### src/rtl/hazard_scoreboard_pkg.sv
// Shared constants and the scoreboard entry layout for the D-stage hazard logic.
// Also holds the saturating time-decrement helper.
package hazard_scoreboard_pkg;

    localparam int SB_REG_AW = 5;
    localparam int SB_TIME_W = 3;

    localparam logic [SB_TIME_W-1:0] TUSE_NONE = 3'd5;

    localparam int MULT_LAT_DEF = 5;
    localparam int DIV_LAT_DEF  = 10;

    localparam int STG_E = 1;
    localparam int STG_M = 2;
    localparam int STG_W = 3;

    typedef struct packed {
        logic                 valid;
        logic [SB_REG_AW-1:0] dst;
        logic [SB_TIME_W-1:0] tnew;
    } sbEntry_t;

    // Tnew counts down one per stage and sticks at zero once the result exists
    function automatic logic [SB_TIME_W-1:0] decTime(input logic [SB_TIME_W-1:0] t);
        return (t == '0) ? '0 : t - 1'b1;
    endfunction

endpackage

### src/rtl/hazard_scoreboard_md_busy_counter.sv
// Tracks how long the mult/div unit still owns HI/LO after an operation is accepted.
module md_busy_counter
    import hazard_scoreboard_pkg::*;
#(
    parameter int MULT_LAT = MULT_LAT_DEF,
    parameter int DIV_LAT  = DIV_LAT_DEF,
    parameter int CNT_W    = $clog2(DIV_LAT + 1)
) (
    input  logic clk,
    input  logic reset,
    input  logic load,
    input  logic isDiv,
    output logic busy
);

    logic [CNT_W-1:0] mdCnt;

    // A load restarts the count; otherwise it drains to zero and parks there
    always_ff @(posedge clk or posedge reset) begin
        if (reset) begin
            mdCnt <= '0;
        end else if (load) begin
            mdCnt <= isDiv ? CNT_W'(DIV_LAT) : CNT_W'(MULT_LAT);
        end else if (mdCnt != '0) begin
            mdCnt <= mdCnt - 1'b1;
        end
    end

    assign busy = (mdCnt != '0);

endmodule

### src/rtl/hazard_scoreboard.sv
// Shifting scoreboard of in-flight writers that produces the D-stage stall and
// forwarding selects, plus the HI/LO busy interlock for the mult/div unit.
module hazard_scoreboard
    import hazard_scoreboard_pkg::*;
#(
    parameter int STAGES   = 3,
    parameter int REG_AW   = SB_REG_AW,
    parameter int TIME_W   = SB_TIME_W,
    parameter int MULT_LAT = MULT_LAT_DEF,
    parameter int DIV_LAT  = DIV_LAT_DEF,
    parameter int SEL_W    = $clog2(STAGES + 1)
) (
    input  logic              clk,
    input  logic              reset,
    input  logic              flush,
    input  logic              d_valid,
    input  logic [REG_AW-1:0] d_rs,
    input  logic [REG_AW-1:0] d_rt,
    input  logic [TIME_W-1:0] d_tuse_rs,
    input  logic [TIME_W-1:0] d_tuse_rt,
    input  logic [REG_AW-1:0] d_dst,
    input  logic [TIME_W-1:0] d_tnew,
    input  logic              d_md_start,
    input  logic              d_md_is_div,
    input  logic              d_md_use,
    output logic              stall,
    output logic [SEL_W-1:0]  fwd_sel_rs,
    output logic [SEL_W-1:0]  fwd_sel_rt,
    output logic              md_busy
);

    sbEntry_t entries [1:STAGES];

    logic [STAGES:1]   matchRs, matchRt;
    logic              hitRs, hitRt;
    logic [SEL_W-1:0]  selRs, selRt;
    logic [TIME_W-1:0] tnewRs, tnewRt;
    logic              dataStallRs, dataStallRt, mdStall, mdLoad;

    // Flush beats insertion; a stalled D inserts a bubble into stage 1
    always_ff @(posedge clk or posedge reset) begin
        if (reset) begin
            for (int k = 1; k <= STAGES; k++) entries[k] <= '0;
        end else if (flush) begin
            for (int k = 1; k <= STAGES; k++) entries[k] <= '0;
        end else begin
            if (stall) begin
                entries[1] <= '0;
            end else begin
                entries[1] <= '{valid: d_valid && (d_dst != '0), dst: d_dst, tnew: decTime(d_tnew)};
            end
            for (int k = 2; k <= STAGES; k++) begin
                entries[k] <= '{valid: entries[k-1].valid, dst: entries[k-1].dst,
                                tnew: decTime(entries[k-1].tnew)};
            end
        end
    end

    for (genvar g = 1; g <= STAGES; g++) begin : gMatch
        assign matchRs[g] = entries[g].valid && (entries[g].dst == d_rs) && (d_rs != '0);
        assign matchRt[g] = entries[g].valid && (entries[g].dst == d_rt) && (d_rt != '0);
    end

    // Walk oldest to youngest so the lowest-numbered (youngest) match wins
    always_comb begin
        hitRs  = 1'b0;
        hitRt  = 1'b0;
        selRs  = '0;
        selRt  = '0;
        tnewRs = '0;
        tnewRt = '0;
        for (int k = STAGES; k >= 1; k--) begin
            if (matchRs[k]) begin
                hitRs  = 1'b1;
                selRs  = SEL_W'(k);
                tnewRs = entries[k].tnew;
            end
            if (matchRt[k]) begin
                hitRt  = 1'b1;
                selRt  = SEL_W'(k);
                tnewRt = entries[k].tnew;
            end
        end
    end

    assign dataStallRs = hitRs && (d_tuse_rs != TUSE_NONE) && (tnewRs > d_tuse_rs);
    assign dataStallRt = hitRt && (d_tuse_rt != TUSE_NONE) && (tnewRt > d_tuse_rt);
    assign mdStall     = d_md_use && md_busy;

    assign stall      = d_valid && !flush && (dataStallRs || dataStallRt || mdStall);
    assign fwd_sel_rs = (!flush && hitRs && tnewRs == '0) ? selRs : '0;
    assign fwd_sel_rt = (!flush && hitRt && tnewRt == '0) ? selRt : '0;

    // A start that is stalled or flushed never reaches the unit
    assign mdLoad = d_valid && d_md_start && !stall && !flush;

    md_busy_counter #(
        .MULT_LAT (MULT_LAT),
        .DIV_LAT  (DIV_LAT)
    ) uMdBusy (
        .clk   (clk),
        .reset (reset),
        .load  (mdLoad),
        .isDiv (d_md_is_div),
        .busy  (md_busy)
    );

endmodule

### config.mk
export PLATFORM = sky130hd
export DESIGN_NAME = hazard_scoreboard
export DESIGN_NICKNAME = d
export VERILOG_FILES = /design/src/rtl/hazard_scoreboard_pkg.sv /design/src/rtl/hazard_scoreboard_md_busy_counter.sv /design/src/rtl/hazard_scoreboard.sv
export SDC_FILE = /design/constraint.sdc
export NUM_CORES = 1
export LEC_CHECK = 0
export ABC_CLOCK_PERIOD_IN_PS = 4050
export BUFFER_PORTS_ARGS = -buffer_cell sky130_fd_sc_hd__buf_2
export CAP_MARGIN = 5
export CELL_PAD_IN_SITES_DETAIL_PLACEMENT = 0
export CELL_PAD_IN_SITES_GLOBAL_PLACEMENT = 1
export CORE_ASPECT_RATIO = 0.8
export CORE_MARGIN = 2
export CORE_UTILIZATION = 43
export CTS_BUF_LIST = sky130_fd_sc_hd__clkbuf_16
export DETAILED_ROUTE_END_ITERATION = 12
export PLACE_DENSITY_LB_ADDON = 0.08
export RECOVER_POWER = 25
export SETUP_SLACK_MARGIN = 0.15
export SLEW_MARGIN = 20
export SYNTH_ARGS = -nofsm -noshare
export SYNTH_HDL_FRONTEND = slang
export SYNTH_SLANG_ARGS = --single-unit
### constraint.sdc
create_clock -name clk -period 4.05 [get_ports clk]
set_input_delay 0.405 -clock clk [delete_from_list [all_inputs] [get_ports clk]]
set_output_delay 0.405 -clock clk [all_outputs]
set_load 0.02 [all_outputs]
==> results by group <==
Power and ir drop
  – Max IR drop VDD: 0.385 mV
  – Logic pwr share: around a fifth
  – Sequential share of power: 37.5%
  – Leakage Power: 1.15 nW
  – Sw Share: a little over a quarter
  – Psw: roughly 0.27 mW
  – P per Cell Area: 391 nW/um2
  – Clock share of power: 41.8%
  – Final Power: 1.01 mW
  – Int Pwr: 0.734 mW

Timing
  – Final WS setup: 298 ps
  – Final worst-path cycle share: 92.6%
  – Final setup violation count: 0
  – Final min period: 3750 ps
  – Slew Limit Fails: 32
  – Worst-Margin Slew: 1690 ps
  – Total negative slack: 0 ps
  – Max Clock Skew: 5.98 ps
  – RSZ-0062 raised after global routing: no
  – Slew margin rel.: -12.8%
  – Fin. Hold Viols: 0
  – Fmax: roughly 270 MHz

Setup path
  – Worst reg2reg path startpoint: entries[14]
  – Crit path kind: reg2out
  – FF-to-FF path depth: 11
  – Reg2reg setup slack: 680 ps
  – Worst setup SP type: flop
  – Worst Path Arrival: 3350 ps
  – Critical Path Sink Type: output pin
  – Worst R2R End: entries[21]
  – Critical path fanouts, max: 4
  – Required time of the critical path: 3640 ps

Floorplan
  – Die Y: 67.1 um
  – Top Ports: 37
  – Die area: 5570 um2
  – Core Region: ~4700 um2
  – Die width: between 80 and 90 um
  – Initial core utilization: 45.8%
  – Rows: 22

Global routing
  – Gr ovfl total: 0
  – Vias in the first global route: 1590
  – Initial antenna violation count: 0
  – First-pass GRT wire length: 7730 um
  – Pin count of the biggest net entering global routing: 32
  – GRT Util Overall: 18.0%

Logic synthesis
  – Avg Inst Size Synth: 9.65 um2
  – Synth Area in Compound Gates: 9.17%
  – Post-Synth Adder-Cell Area: 8.18%
  – Synth Register Bits: 31
  – Cells after synthesis: between 200 and 250
  – Largest cells by area after synthesis: dfrtp_1 (36%), xnor2_1 (11%), ha_1 (8.2%)
  – Mapped cell area: 2140 um2
  – Synth area leader: dfrtp_1
  – Synth Warn #: 0
  – Register area share after synthesis: 36.2%
  – Post-Syn Nets: 267
  – Cell variety after synth: 41
  – XOR/XNOR Fraction of Synth Area: a little over an eighth
  – Mux contribution to synthesized area: 3.04%
  – Post-synth top area share: 36.2%
  – Post-Synth Simple-Gate Area: 26.8%
  – Main combinational cell family by area after synthesis: simple AND/OR/NAND/NOR gates

CTS
  – Hold Buf Count CTS: 0
  – Root buffer cell: clkbuf_16
  – Clock sink total: 31
  – Clock slew at reported path FFs: 50 ps
  – Clk Latency, worst-skew pair: 270 ps
  – Post-cts sizing count: 0
  – Post-CTS setup buffer count: 0
  – Total CTS buffers: 5
  – CTS tree: done
  – H-tree Lvls: 2
  – Maximum buffer depth of the clock tree: 2

Run status
  – Failing checks: capacitance limit, slew limit
  – Outcome: finished with violations

Drt
  – Via count: around 1700
  – DRC violations left: 0
  – Via/cell ratio: 5.29
  – Drt wl/cell: 14.7 um
  – Starting DRT DRC Count: just under 90
  – Final ANT Viol Nets: 0
  – First drt pass iteration count: 4
  – WL final: 4750 um

Layout
  – Ratio of cells with drive above 1 in the final layout: between 20% and 30%
  – # nets final: 308
  – # fillers: 434
  – Most frequent cells in the layout: buf_2 (36), dfrtp_1 (31), xnor2_1 (27)
  – Non-Filler Instances: 324
  – Antenna cells: 0
  – Post-layout util: 55.1%
  – Area growth from synthesis to layout: 20.3%
  – Commonest non-fill, non-tap cell in the layout: buf_2

Placed design
  – PortBufs: 36
  – Inst Count DP: ~320
  – Final HPWL DP: 3610 um
  – RePlAce Congestion: 0.837
  – Pre-CTS setup slack: around 440 ps

Min path
  – Worst min path class: in2reg
  – Hold EP: entries[18]
  – Launch point of the worst hold path: d_tnew[0]
  – Hold Path Depth: 2

Run
  – Maxcap violations: 1
## power groups by stage
stage | clock network, mW | logic [mW] | registers [mW]
finish | 0.421 | 0.209 | 0.378
global placement | 0 | 0.207 | 0.384
detailed placement | 0 | 0.209 | 0.384
CTS | 0.431 | 0.211 | 0.378
global route | 0.448 | 0.237 | 0.383
floorplan | 0 | 0.157 | 0.373
## layer usage
| metal | share of wire (%) | vias to the layer above | track usage (%) |
|---|---|---|---|
| li1 | - | 851 | - |
| met1 | 51 | 805 | 26.6 |
| met2 | 42 | 55 | 26.7 |
| met3 | 5.7 | 2 | 4.40 |
| met4 | 0.53 | 0 | 4.30 |
| met5 | 0 | - | 0 |
## sequential cells by signal (all words and copies together) (netlist names)
signal and count:
entries 27, uMdBusy.mdCnt 4
## cell usage after synthesis
library cell,instances
nand4_4,1
nor2_4,2
o2bb2ai_1,1
and3_1,1
nand4_1,6
o21ai_0,3
nand2_1,14
nand3_1,6
or4_1,2
a31o_2,2
mux2_2,2
o311ai_4,1
mux2i_1,2
xor2_1,5
nor2b_1,16
nor4b_1,2
a211oi_1,1
or3_1,4
o31ai_4,1
nor2_1,11
nor3b_1,6
nor4bb_1,1
a31oi_2,1
or2_2,1
ha_1,14
nor4_2,2
a31oi_1,2
a22oi_1,1
a21o_1,1
clkbuf_1,3
a21oi_1,12
nand2b_1,2
and3b_1,1
xnor2_1,27
nor3_2,1
inv_1,17
or4_4,2
nor4_1,4
mux2_1,2
dfrtp_1,31
nor3_1,8
## worst max-delay path by stage
| stage | startpoint | end | slack, ps |
|---|---|---|---|
| 6_report | entries[14] | stall | 300 |
| 5_1_grt | entries[14] | stall | 170 |
| 4_1_cts | entries[14] | stall | 270 |
| 3_5_place_dp | d_rt[1] | stall | 440 |
| 3_3_place_gp | d_rt[1] | stall | 380 |
| 2_1_floorplan | d_rt[1] | stall | 700 |
## worst max-delay path, cell delays in order (launching register included)
cell	delay, ps
dfrtp_1	430
xnor2_1	190
nand4_1	180
or3_1	410
a31o_2	270
mux2_2	280
ha_1	290
and3_1	150
a31oi_1	260
o311ai_4	220
a31oi_1	200
buf_2	190
## per-stage QoR
stage                     hold WS [ps]  area, um2
final                              320       2580
after global routing               316       2580
after CTS                          215       2560
after detailed placement           510       2390
after global placement             503       2390
after floorplan                    467       2140
## cell families after synthesis
family	Yosys count
buffers and inverters	20
DFF	31
xor gates and xnor gates	32
muxes	6
and+or+nand+nor	93
adders and majority gates	14
AOI/OAI and AO/OA	26
## final cells by class
type | instances | area (um2) | area share (%)
Multi-Input combinational cell | 171 | 1310 | 50.8
Tap cell | 60 | 75.1 | 2.91
Clock inverter | 3 | 43.8 | 1.70
Sequential cell | 31 | 776 | 30.1
Clock buffer | 5 | 125 | 4.85
Timing Repair Buffer | 37 | 184 | 7.14
Inverter | 17 | 63.8 | 2.48
(Power assumes the default switching activity.)
